[config.mk]
export PLATFORM = sky130hd
export DESIGN_NAME = uart_transmitter
export DESIGN_NICKNAME = d
export VERILOG_FILES = /design/src/rtl/uart_pkg.sv /design/src/rtl/uart_tx_fifo.sv /design/src/rtl/uart_transmitter.sv
export SDC_FILE = /design/constraint.sdc
export NUM_CORES = 1
export LEC_CHECK = 0
export CORE_UTILIZATION = 35
export DETAILED_ROUTE_END_ITERATION = 12
export PLACE_DENSITY = 0.54
export SKIP_CTS_REPAIR_TIMING = 1
export SYNTH_ARGS = -nofsm -noshare
export SYNTH_HDL_FRONTEND = slang
export SYNTH_SLANG_ARGS = --single-unit
[constraint.sdc]
create_clock -name clk -period 5.5 [get_ports clk]
set_input_delay 0.825 -clock clk [delete_from_list [all_inputs] [get_ports clk]]
set_output_delay 0.825 -clock clk [all_outputs]
set_load 0.01 [all_outputs]
[src/rtl/uart_pkg.sv]
// Shared definitions for the UART transmit path: state encoding, default
// timing/depth constants and the status register bit layout.
package uart_pkg;

   localparam int DEFAULT_CLKS_PER_BIT = 37;  // 4.29 MHz / 115200 baud
   localparam int DEFAULT_FIFO_DEPTH   = 4;
   localparam int DATA_BITS            = 8;

   // Status register bit positions seen by the 6809
   localparam int STAT_FIFO_EMPTY = 0;
   localparam int STAT_FIFO_FULL  = 1;
   localparam int STAT_BUSY       = 2;
   localparam int STAT_OVERFLOW   = 3;

   typedef enum logic [1:0] {
      IDLE  = 2'd0,
      START = 2'd1,
      DATA  = 2'd2,
      STOP  = 2'd3
   } tx_state_t;

   // Width of a counter/pointer that must index n distinct values
   function automatic int cnt_width(input int n);
      return (n > 1) ? $clog2(n) : 1;
   endfunction

   // Assemble the status byte from the individual flags
   function automatic logic [7:0] status_byte(input logic empty,
                                              input logic full,
                                              input logic busy,
                                              input logic overflow);
      logic [7:0] s;
      s                  = '0;
      s[STAT_FIFO_EMPTY] = empty;
      s[STAT_FIFO_FULL]  = full;
      s[STAT_BUSY]       = busy;
      s[STAT_OVERFLOW]   = overflow;
      return s;
   endfunction

endpackage

[src/rtl/uart_tx_fifo.sv]
// Small synchronous FIFO buffering bytes between the CPU data register and
// the serialiser. Pushes into a full FIFO and pops from an empty one are
// ignored; a push and pop in the same cycle leave the occupancy unchanged.
module uart_tx_fifo
   import uart_pkg::*;
#(
   parameter int DEPTH = DEFAULT_FIFO_DEPTH,
   parameter int WIDTH = DATA_BITS
) (
   input  logic             clk,
   input  logic             reset,
   input  logic             i_push,
   input  logic [WIDTH-1:0] i_data,
   input  logic             i_pop,
   output logic [WIDTH-1:0] o_data,
   output logic             o_full,
   output logic             o_empty
);

   localparam int PTR_W = cnt_width(DEPTH);
   localparam int CNT_W = PTR_W + 1;

   logic [WIDTH-1:0] r_mem [DEPTH];
   logic [PTR_W-1:0] r_wr_ptr;
   logic [PTR_W-1:0] r_rd_ptr;
   logic [CNT_W-1:0] r_count;

   logic w_push;
   logic w_pop;

   // Wrap a pointer at DEPTH-1 explicitly so any depth indexes correctly
   function automatic logic [PTR_W-1:0] ptr_inc(input logic [PTR_W-1:0] p);
      return (p == PTR_W'(DEPTH - 1)) ? '0 : p + 1'b1;
   endfunction

   assign o_full  = (r_count == CNT_W'(DEPTH));
   assign o_empty = (r_count == '0);
   assign o_data  = r_mem[r_rd_ptr];

   assign w_push = i_push & ~o_full;
   assign w_pop  = i_pop & ~o_empty;

   // Pointer and occupancy bookkeeping
   always_ff @(posedge clk) begin
      // NOTE: state updates use <= so every register samples pre-edge values.
      if (reset) begin
         r_wr_ptr <= '0;
         r_rd_ptr <= '0;
         r_count  <= '0;
      end else begin
         if (w_push) r_wr_ptr <= ptr_inc(r_wr_ptr);
         if (w_pop)  r_rd_ptr <= ptr_inc(r_rd_ptr);
         case ({w_push, w_pop})
            2'b10:   r_count <= r_count + 1'b1;
            2'b01:   r_count <= r_count - 1'b1;
            default: r_count <= r_count;
         endcase
      end
   end

   // Storage array
   always_ff @(posedge clk) begin
      // NOTE: the array is not reset; an empty count makes stale entries unreachable.
      if (w_push) r_mem[r_wr_ptr] <= i_data;
   end

endmodule

[src/rtl/uart_transmitter.sv]
// 8N1 UART transmitter: bytes written by the CPU queue in a small FIFO and
// are shifted out LSB first on o_UART_RX, each bit held CLKS_PER_BIT clocks.
// A frame pops the FIFO head on the IDLE cycle, so back-to-back frames are
// spaced by exactly one idle cycle.
module uart_transmitter
   import uart_pkg::*;
#(
   parameter int CLKS_PER_BIT = DEFAULT_CLKS_PER_BIT,
   parameter int FIFO_DEPTH   = DEFAULT_FIFO_DEPTH
) (
   input  logic                 clk,
   input  logic                 reset,
   input  logic [DATA_BITS-1:0] i_data,
   input  logic                 i_write,
   input  logic                 i_clear_overflow,
   output logic                 o_UART_RX,
   output logic                 o_busy,
   output logic                 o_fifo_full,
   output logic                 o_fifo_empty,
   output logic                 o_overflow,
   output logic                 o_tx_done
);

   localparam int BAUD_W = cnt_width(CLKS_PER_BIT);
   localparam int BIT_W  = cnt_width(DATA_BITS);

   tx_state_t            r_state;
   tx_state_t            w_state_next;
   logic [BAUD_W-1:0]    r_baud_cnt;
   logic [BIT_W-1:0]     r_bit_cnt;
   logic [DATA_BITS-1:0] r_shift;
   logic                 r_tx;
   logic                 r_overflow;

   logic [DATA_BITS-1:0] w_fifo_data;
   logic                 w_pop;
   logic                 w_bit_end;
   logic                 w_last_bit;
   logic                 w_tx_next;

   uart_tx_fifo #(
      .DEPTH (FIFO_DEPTH),
      .WIDTH (DATA_BITS)
   ) u_fifo (
      .clk     (clk),
      .reset   (reset),
      .i_push  (i_write),
      .i_data  (i_data),
      .i_pop   (w_pop),
      .o_data  (w_fifo_data),
      .o_full  (o_fifo_full),
      .o_empty (o_fifo_empty)
   );

   assign w_bit_end  = (r_baud_cnt == BAUD_W'(CLKS_PER_BIT - 1));
   assign w_last_bit = (r_bit_cnt == BIT_W'(DATA_BITS - 1));

   assign o_UART_RX  = r_tx;
   assign o_overflow = r_overflow;

   // FSM state register
   always_ff @(posedge clk) begin
      if (reset) r_state <= IDLE;
      else       r_state <= w_state_next;
   end

   // FSM next-state logic
   always_comb begin
      // NOTE: default assignment first so no path through the case infers a latch.
      w_state_next = r_state;
      case (r_state)
         IDLE:  if (!o_fifo_empty)           w_state_next = START;
         START: if (w_bit_end)               w_state_next = DATA;
         DATA:  if (w_bit_end && w_last_bit) w_state_next = STOP;
         STOP:  if (w_bit_end)               w_state_next = IDLE;
         default:                            w_state_next = IDLE;
      endcase
   end

   // FSM outputs: FIFO pop, status and the next serial line level
   always_comb begin
      w_pop     = 1'b0;
      w_tx_next = 1'b1;
      o_busy    = (r_state != IDLE);
      o_tx_done = (r_state == STOP) && w_bit_end;
      if (r_state == IDLE && !o_fifo_empty) w_pop = 1'b1;
      case (w_state_next)
         START:   w_tx_next = 1'b0;
         // On a data-bit boundary the shifter moves this edge, so look one bit ahead
         DATA:    w_tx_next = (r_state == DATA && w_bit_end) ? r_shift[1] : r_shift[0];
         default: w_tx_next = 1'b1;
      endcase
   end

   // Baud counter: restarts at every bit boundary and rests at zero in IDLE
   always_ff @(posedge clk) begin
      if (reset)                             r_baud_cnt <= '0;
      else if (r_state == IDLE || w_bit_end) r_baud_cnt <= '0;
      else                                   r_baud_cnt <= r_baud_cnt + 1'b1;
   end

   // Data-bit counter: advances once per data bit, cleared outside DATA
   always_ff @(posedge clk) begin
      if (reset)                 r_bit_cnt <= '0;
      else if (r_state != DATA)  r_bit_cnt <= '0;
      else if (w_bit_end)        r_bit_cnt <= r_bit_cnt + 1'b1;
   end

   // Shift register: loaded from the FIFO head on pop, shifted right per data bit
   always_ff @(posedge clk) begin
      if (reset)                           r_shift <= '0;
      else if (w_pop)                      r_shift <= w_fifo_data;
      else if (r_state == DATA && w_bit_end) r_shift <= {1'b0, r_shift[DATA_BITS-1:1]};
   end

   // Registered serial line keeps o_UART_RX glitch-free; idles high
   always_ff @(posedge clk) begin
      if (reset) r_tx <= 1'b1;
      else       r_tx <= w_tx_next;
   end

   // Sticky overflow: a write into a full FIFO sets it and beats a same-cycle clear
   always_ff @(posedge clk) begin
      if (reset)                        r_overflow <= 1'b0;
      else if (i_write && o_fifo_full)  r_overflow <= 1'b1;
      else if (i_clear_overflow)        r_overflow <= 1'b0;
   end

endmodule

# Yosys cells after proc, flatten, opt, wreduce, memory -nomap -nowiden
# Memories as Yosys holds them, arrays and structs flattened. A register that Yosys moved wholly into a read port is not among the register bits.
# Cells that the tools add are included.
# Widths: inputs -> output; s select.
[op_classes]
shifts = 0
n_mux = 19
bitwise = 4
n_mul = 0
magnitude_cmp = 0
n_reduce_logical = 15
n_div = 0
eq_ne = 13
addsub = 6
[ops]
columns = ["operator", "n"]
rows = [
  ["$mux 2", 8],
  ["$mux 8", 2],
  ["$eq 2x2->1 const B", 6],
  ["$pmux 2 s4", 1],
  ["$reduce_bool 2->1", 4],
  ["$add 3x1->3 const B", 2],
  ["$add 6x1->6 const B", 1],
  ["$eq 2x1->1 const B", 3],
  ["$eq 3x3->1 const B", 2],
  ["$eq 6x6->1 const B", 1],
  ["$mux 1", 6],
  ["$pmux 3 s2", 1],
  ["$logic_and 1x1->1", 5],
  ["$add 2x1->2 const B", 2],
  ["$reduce_or 2->1", 2],
  ["$logic_not 3->1", 1],
  ["$sub 3x1->3 const B", 1],
  ["$and 1x1->1", 2],
  ["$logic_not 2->1", 1],
  ["$ne 2x2->1 const B", 1],
  ["$not 1->1", 2],
  ["$pmux 1 s2", 1],
  ["$logic_not 1->1", 1],
  ["$logic_or 1x1->1", 1],
]
[totals]
wordCells = 67
latch_bits = 0
n_memories = 1
ramBits = 32
ff_bits = 28
rom_bits = 0
[memory_table]
columns = ["name", "depth", "width", "read_ports", "rd_ports_with_merged_regs", "wr", "line_no", "text"]
rows = [
  ["u_fifo.r_mem", 4, 8, 1, 1, 1, "uart_tx_fifo.sv:23", "logic [WIDTH-1:0] r_mem [DEPTH];"],
]

# Longest topological paths before layout
[logic_depth]
ltp_word = 7
mapped_depth = 11
depth_no_buf = 9

# Hierarchy
# A second synthesis with hierarchy kept.
[unflattened]
cells_unflattened = 202
area_unflattened_um2 = 2626.3
[modules_own_cells]
columns = ["module", "n_inst", "seq_area_each_um2", "area_each_um2", "cells_each"]
rows = [
  ["uart_tx_fifo", 1, 1141.1, 1647.8, 96],
  ["uart_transmitter", 1, 420.4, 978.4, 106],
]

# Worst setup path before layout
# Ideal clock, no wire load.
[synth_path]
path_kind = "input port to flip-flop"
startpoint = "input port i_write"
endpoint = "register u_fifo.r_count[2]"
n_path_buf = 1
stages = 9
required_ns = 5.429
arrival_time_ns = 2.318
setup_time_ns = 0.071
path_slack_ns = 3.111
path_cell_list = "nor2b_1 clkbuf_1 inv_1 ha_1 inv_1 fa_1 xor2_1 or3_1 a21oi_1"
[synth_via]
elab_chain_len = 3
[synth_rtl]
columns = ["item", "line_no", "text"]
rows = [
  ["start: declaration", "uart_transmitter.sv:14", "input logic i_write,"],
  ["$and 1x1->1 *", "uart_tx_fifo.sv:40", "assign w_push = i_push & ~o_full;"],
  ["$eq 2x1->1 or $eq 2x2->1 (tied branches)", "uart_tx_fifo.sv:53", "case ({w_push, w_pop})"],
  ["$pmux 3 s2 or $reduce_bool 2->1 (tied branches)", "-", ""],
  ["end signal: assignment", "uart_tx_fifo.sv:54", "2'b10: r_count <= r_count + 1'b1;"],
  ["end signal: assignment", "uart_tx_fifo.sv:55", "2'b01: r_count <= r_count - 1'b1;"],
  ["end signal: assignment", "uart_tx_fifo.sv:56", "default: r_count <= r_count;"],
  ["end: declaration", "uart_tx_fifo.sv:26", "logic [CNT_W-1:0] r_count;"],
]
# Every way passes the cells marked *; elsewhere a longest branch is shown, timed or not.
# A chain may end at the register's enable or synchronous reset.

# Worst setup path in the final report
[layout_path]
startpoint = "register r_baud_cnt[0]"
endpoint = "output port o_tx_done"
[layout_via]
elab_chain_len = 2
[layout_rtl]
columns = ["item", "line_no", "text"]
rows = [
  ["start: declaration", "uart_transmitter.sv:29", "logic [BAUD_W-1:0] r_baud_cnt;"],
  ["start signal: assignment", "uart_transmitter.sv:99", "else r_baud_cnt <= r_baud_cnt + 1'b1;"],
  ["$eq 6x6->1", "uart_transmitter.sv:55", "assign w_bit_end = (r_baud_cnt == BAUD_W'(CLKS_PER_BIT - 1));"],
  ["$logic_and 1x1->1", "uart_transmitter.sv:85", "o_tx_done = (r_state == STOP) && w_bit_end;"],
  ["end: declaration", "uart_transmitter.sv:21", "output logic o_tx_done"],
]
# No other way between the ends.

==> flow_metrics.py <==
metrics = {
    "outcome": {
        "status": "finished clean",
    },
    "global_routing": {
        "grt_busiest_layer": "met2",
        "grt_first_pass_wirelength_mm": 7.11,
        "grt_max_degree": 24,
        "grt_overflow": 0,
        "grt_util_met3": 0.0594,
        "grt_pass1_vias": 1429,
        "grt_use_met2": 0.190,
        "grt_usage": 0.127,
        "antenna_found_initial": 0,
        "use_met1": 0.162,
    },
    "synth": {
        "synth_common_cells": "32 x edfxtp_1, 30 x dfxtp_1, 21 x nor2_1",
        "synth_edf_count": 32,
        "yosys_warnings": 0,
        "synth.area.top_cells": "edfxtp_1 37%, dfxtp_1 23%, mux4_2 6.9%",
        "synth-async-reset-ratio": 0,
        "yosysTopAreaCell": "edfxtp_1",
        "postSynthCellCount": 203,
        "synth-main-ff-cell": "edfxtp_1",
        "yosysMostFrequentCell": "edfxtp_1",
        "syn_avg_cell_area_um2": 12.8,
        "yosysSeqAreaShare": 0.602,
        "ys_types": 34,
        "yosysTopAreaCellShare": 0.371,
        "netlist_area_mm2": 0.00259,
        "syn_nets": 226,
        "synth_seq_cells": 62,
    },
    "clock_tree": {
        "h-tree-depth": 3,
        "clk_pin_slew_ns": 0.07,
        "clock_sinks": 62,
        "clockRootBuffer": "clkbuf_8",
        "clock_latency_ns": 0.33,
        "cts_tree": "yes",
        "clockBufferDepth": 2,
        "numCtsBuffers": 9,
    },
    "place": {
        "io_buffers": 17,
        "hpwl_mm": 2.75,
        "dpl-instance-area_mm2": 0.00281,
        "gp_congestion": 0.684,
    },
    "routing": {
        "vias": 1496,
        "drtAntennaViolNets": 0,
        "dr.pass1.iters": 4,
        "wirelength_mm": 4.22,
        "drtIter0Drc": 64,
        "viasPerCell": 4.63,
        "wl_per_cell_um": 13.1,
        "drc": 0,
    },
    "floorplan": {
        "rows": 31,
        "die_x_um": 88.1,
        "die_h_um": 88.1,
        "start_util": 0.359,
        "core_area_mm2": 0.00721,
        "dieArea_mm2": 0.00776,
        "ios": 18,
    },
    "critical_path": {
        "worst_ep_required_time_ns": 4.68,
        "worstRegToRegCells": 9,
        "arrival_ns": 2.09,
        "critPathCaptureType": "output pin",
        "critPathMaxFanout": 15,
        "cp-start-kind": "flip-flop",
        "worstSetupPathType": "flip-flop to output pin",
    },
    "sta": {
        "fin_skew_ns": 0.00654,
        "finalSetupViolCount": 0,
        "worst_pin_slew_ns": 0.881,
        "hold_violations": 0,
        "hold_ws_ns": 0.458,
        "rsz0062_at_grt": "false",
        "period_needed_ns": 2.92,
        "fin_crit_sh": 0.530,
        "slew_headroom": 0.411,
        "fin_tns_setup_ns": 0,
        "slew_viol_final": 0,
        "max_freq_mhz": 343,
    },
    "power_and_ir_drop": {
        "p_per_area_mw_per_mm2": 486,
        "vdd_drop_max_uv": 222,
        "p_leak_nw": 1.07,
    },
    "layout": {
        "diodes": 0,
        "fin_area_mm2": 0.00306,
        "area_growth_pct": 18.0,
        "drive_above_1_share": 0.121,
        "fillCellCount": 714,
        "nNetsFinal": 242,
    },
    "worst_hold_path": {
        "whs_path_depth": 1,
        "worstHoldPathType": "flip-flop to flip-flop",
    },
    "run": {
        "maxCapViolCount": 0,
    },
}
## critical path, cell delays in order (launching register included)
cell and delay, ns:
dfxtp_1 0.33, inv_1 0.06, ha_1 0.14, and4bb_4 0.26, and2_4 0.26, and3_1 0.17
clkdlybuf4s50_1 0.53
## cell usage in the layout, fill, tap and decap left out, types with 4 or more instances in the layout
master and instances:
dfxtp_1 30, edfxtp_1 32, nor3_1 4, nor2_1 21, nand2_1 9, and2_1 4, nor2b_1 4, mux4_2 8
xor2_1 5, inv_1 11, or3_1 4, clkdlybuf4s50_1 17, ha_1 10, a21oi_1 9, nand3_1 11, mux2i_1 4
clkbuf_8 9, a311oi_1 6
## metal layers
layer | vias up | share of wire
li1 | 763 | -
met2 | 26 | 0.46
met1 | 702 | 0.48
met5 | - | 0
met3 | 5 | 0.047
met4 | 0 | 0.010
## flip-flops by register name, indices dropped and copies added, names as in the netlist, 2 cells and up, named ones only
register and count:
r_baud_cnt 6, u_fifo.r_rd_ptr 2, u_fifo.r_mem 32, r_shift 8, r_state 2, u_fifo.r_wr_ptr 2, r_bit_cnt 3, u_fifo.r_count 3
## worst paths after layout
| path | from | end | slack, ns |
|---|---|---|---|
| min reg2reg | r_baud_cnt[0] | r_baud_cnt[0] | 0.46 |
| max reg2reg | u_fifo.r_count[0] | u_fifo.r_count[2] | 2.82 |
| min | r_baud_cnt[0] | r_baud_cnt[0] | 0.46 |
| max | r_baud_cnt[0] | o_tx_done | 2.58 |
## final cells by class
class,count,area [µm²],share of cell area
clock buffers,9,124,0.0405
clock inverters,7,121,0.0397
inverters,11,41.3,0.0135
multi-input cells,118,917,0.300
flip-flops and latches,62,1560,0.510
well taps,99,124,0.0405
repair buffers,17,170,0.0556
## cell families after synthesis
group / Yosys count / share of synthesized area
simple gates: 66 / 0.130
mux: 12 / 0.0849
flops: 62 / 0.602
xor+xnor: 8 / 0.0270
fa+ha+maj: 11 / 0.0560
compound gates: 21 / 0.0560
buf+inv: 23 / 0.0439
## power by group
group / leakage (nW) / switching, mW / internal (mW) / total [mW]
Clock: 0.124 / 0.184 / 0.303 / 0.487
Sequential: 0.539 / 0.0663 / 0.574 / 0.640
Combinational: 0.408 / 0.182 / 0.178 / 0.360
Total: 1.07 / 0.432 / 1.06 / 1.49
## per-stage QoR
step                instances  setup WS [ns]  power (mW)   util
global route              323           2.49        1.58  0.424
global placement          307           2.68        1.01  0.390
CTS                       323           2.56        1.51  0.424
floorplan                 203           3.11       0.914      -
finish                    323           2.58        1.49  0.424
detailed placement        307           2.63        1.02  0.390
No activity file was read; power rests on OpenSTA's default activity.
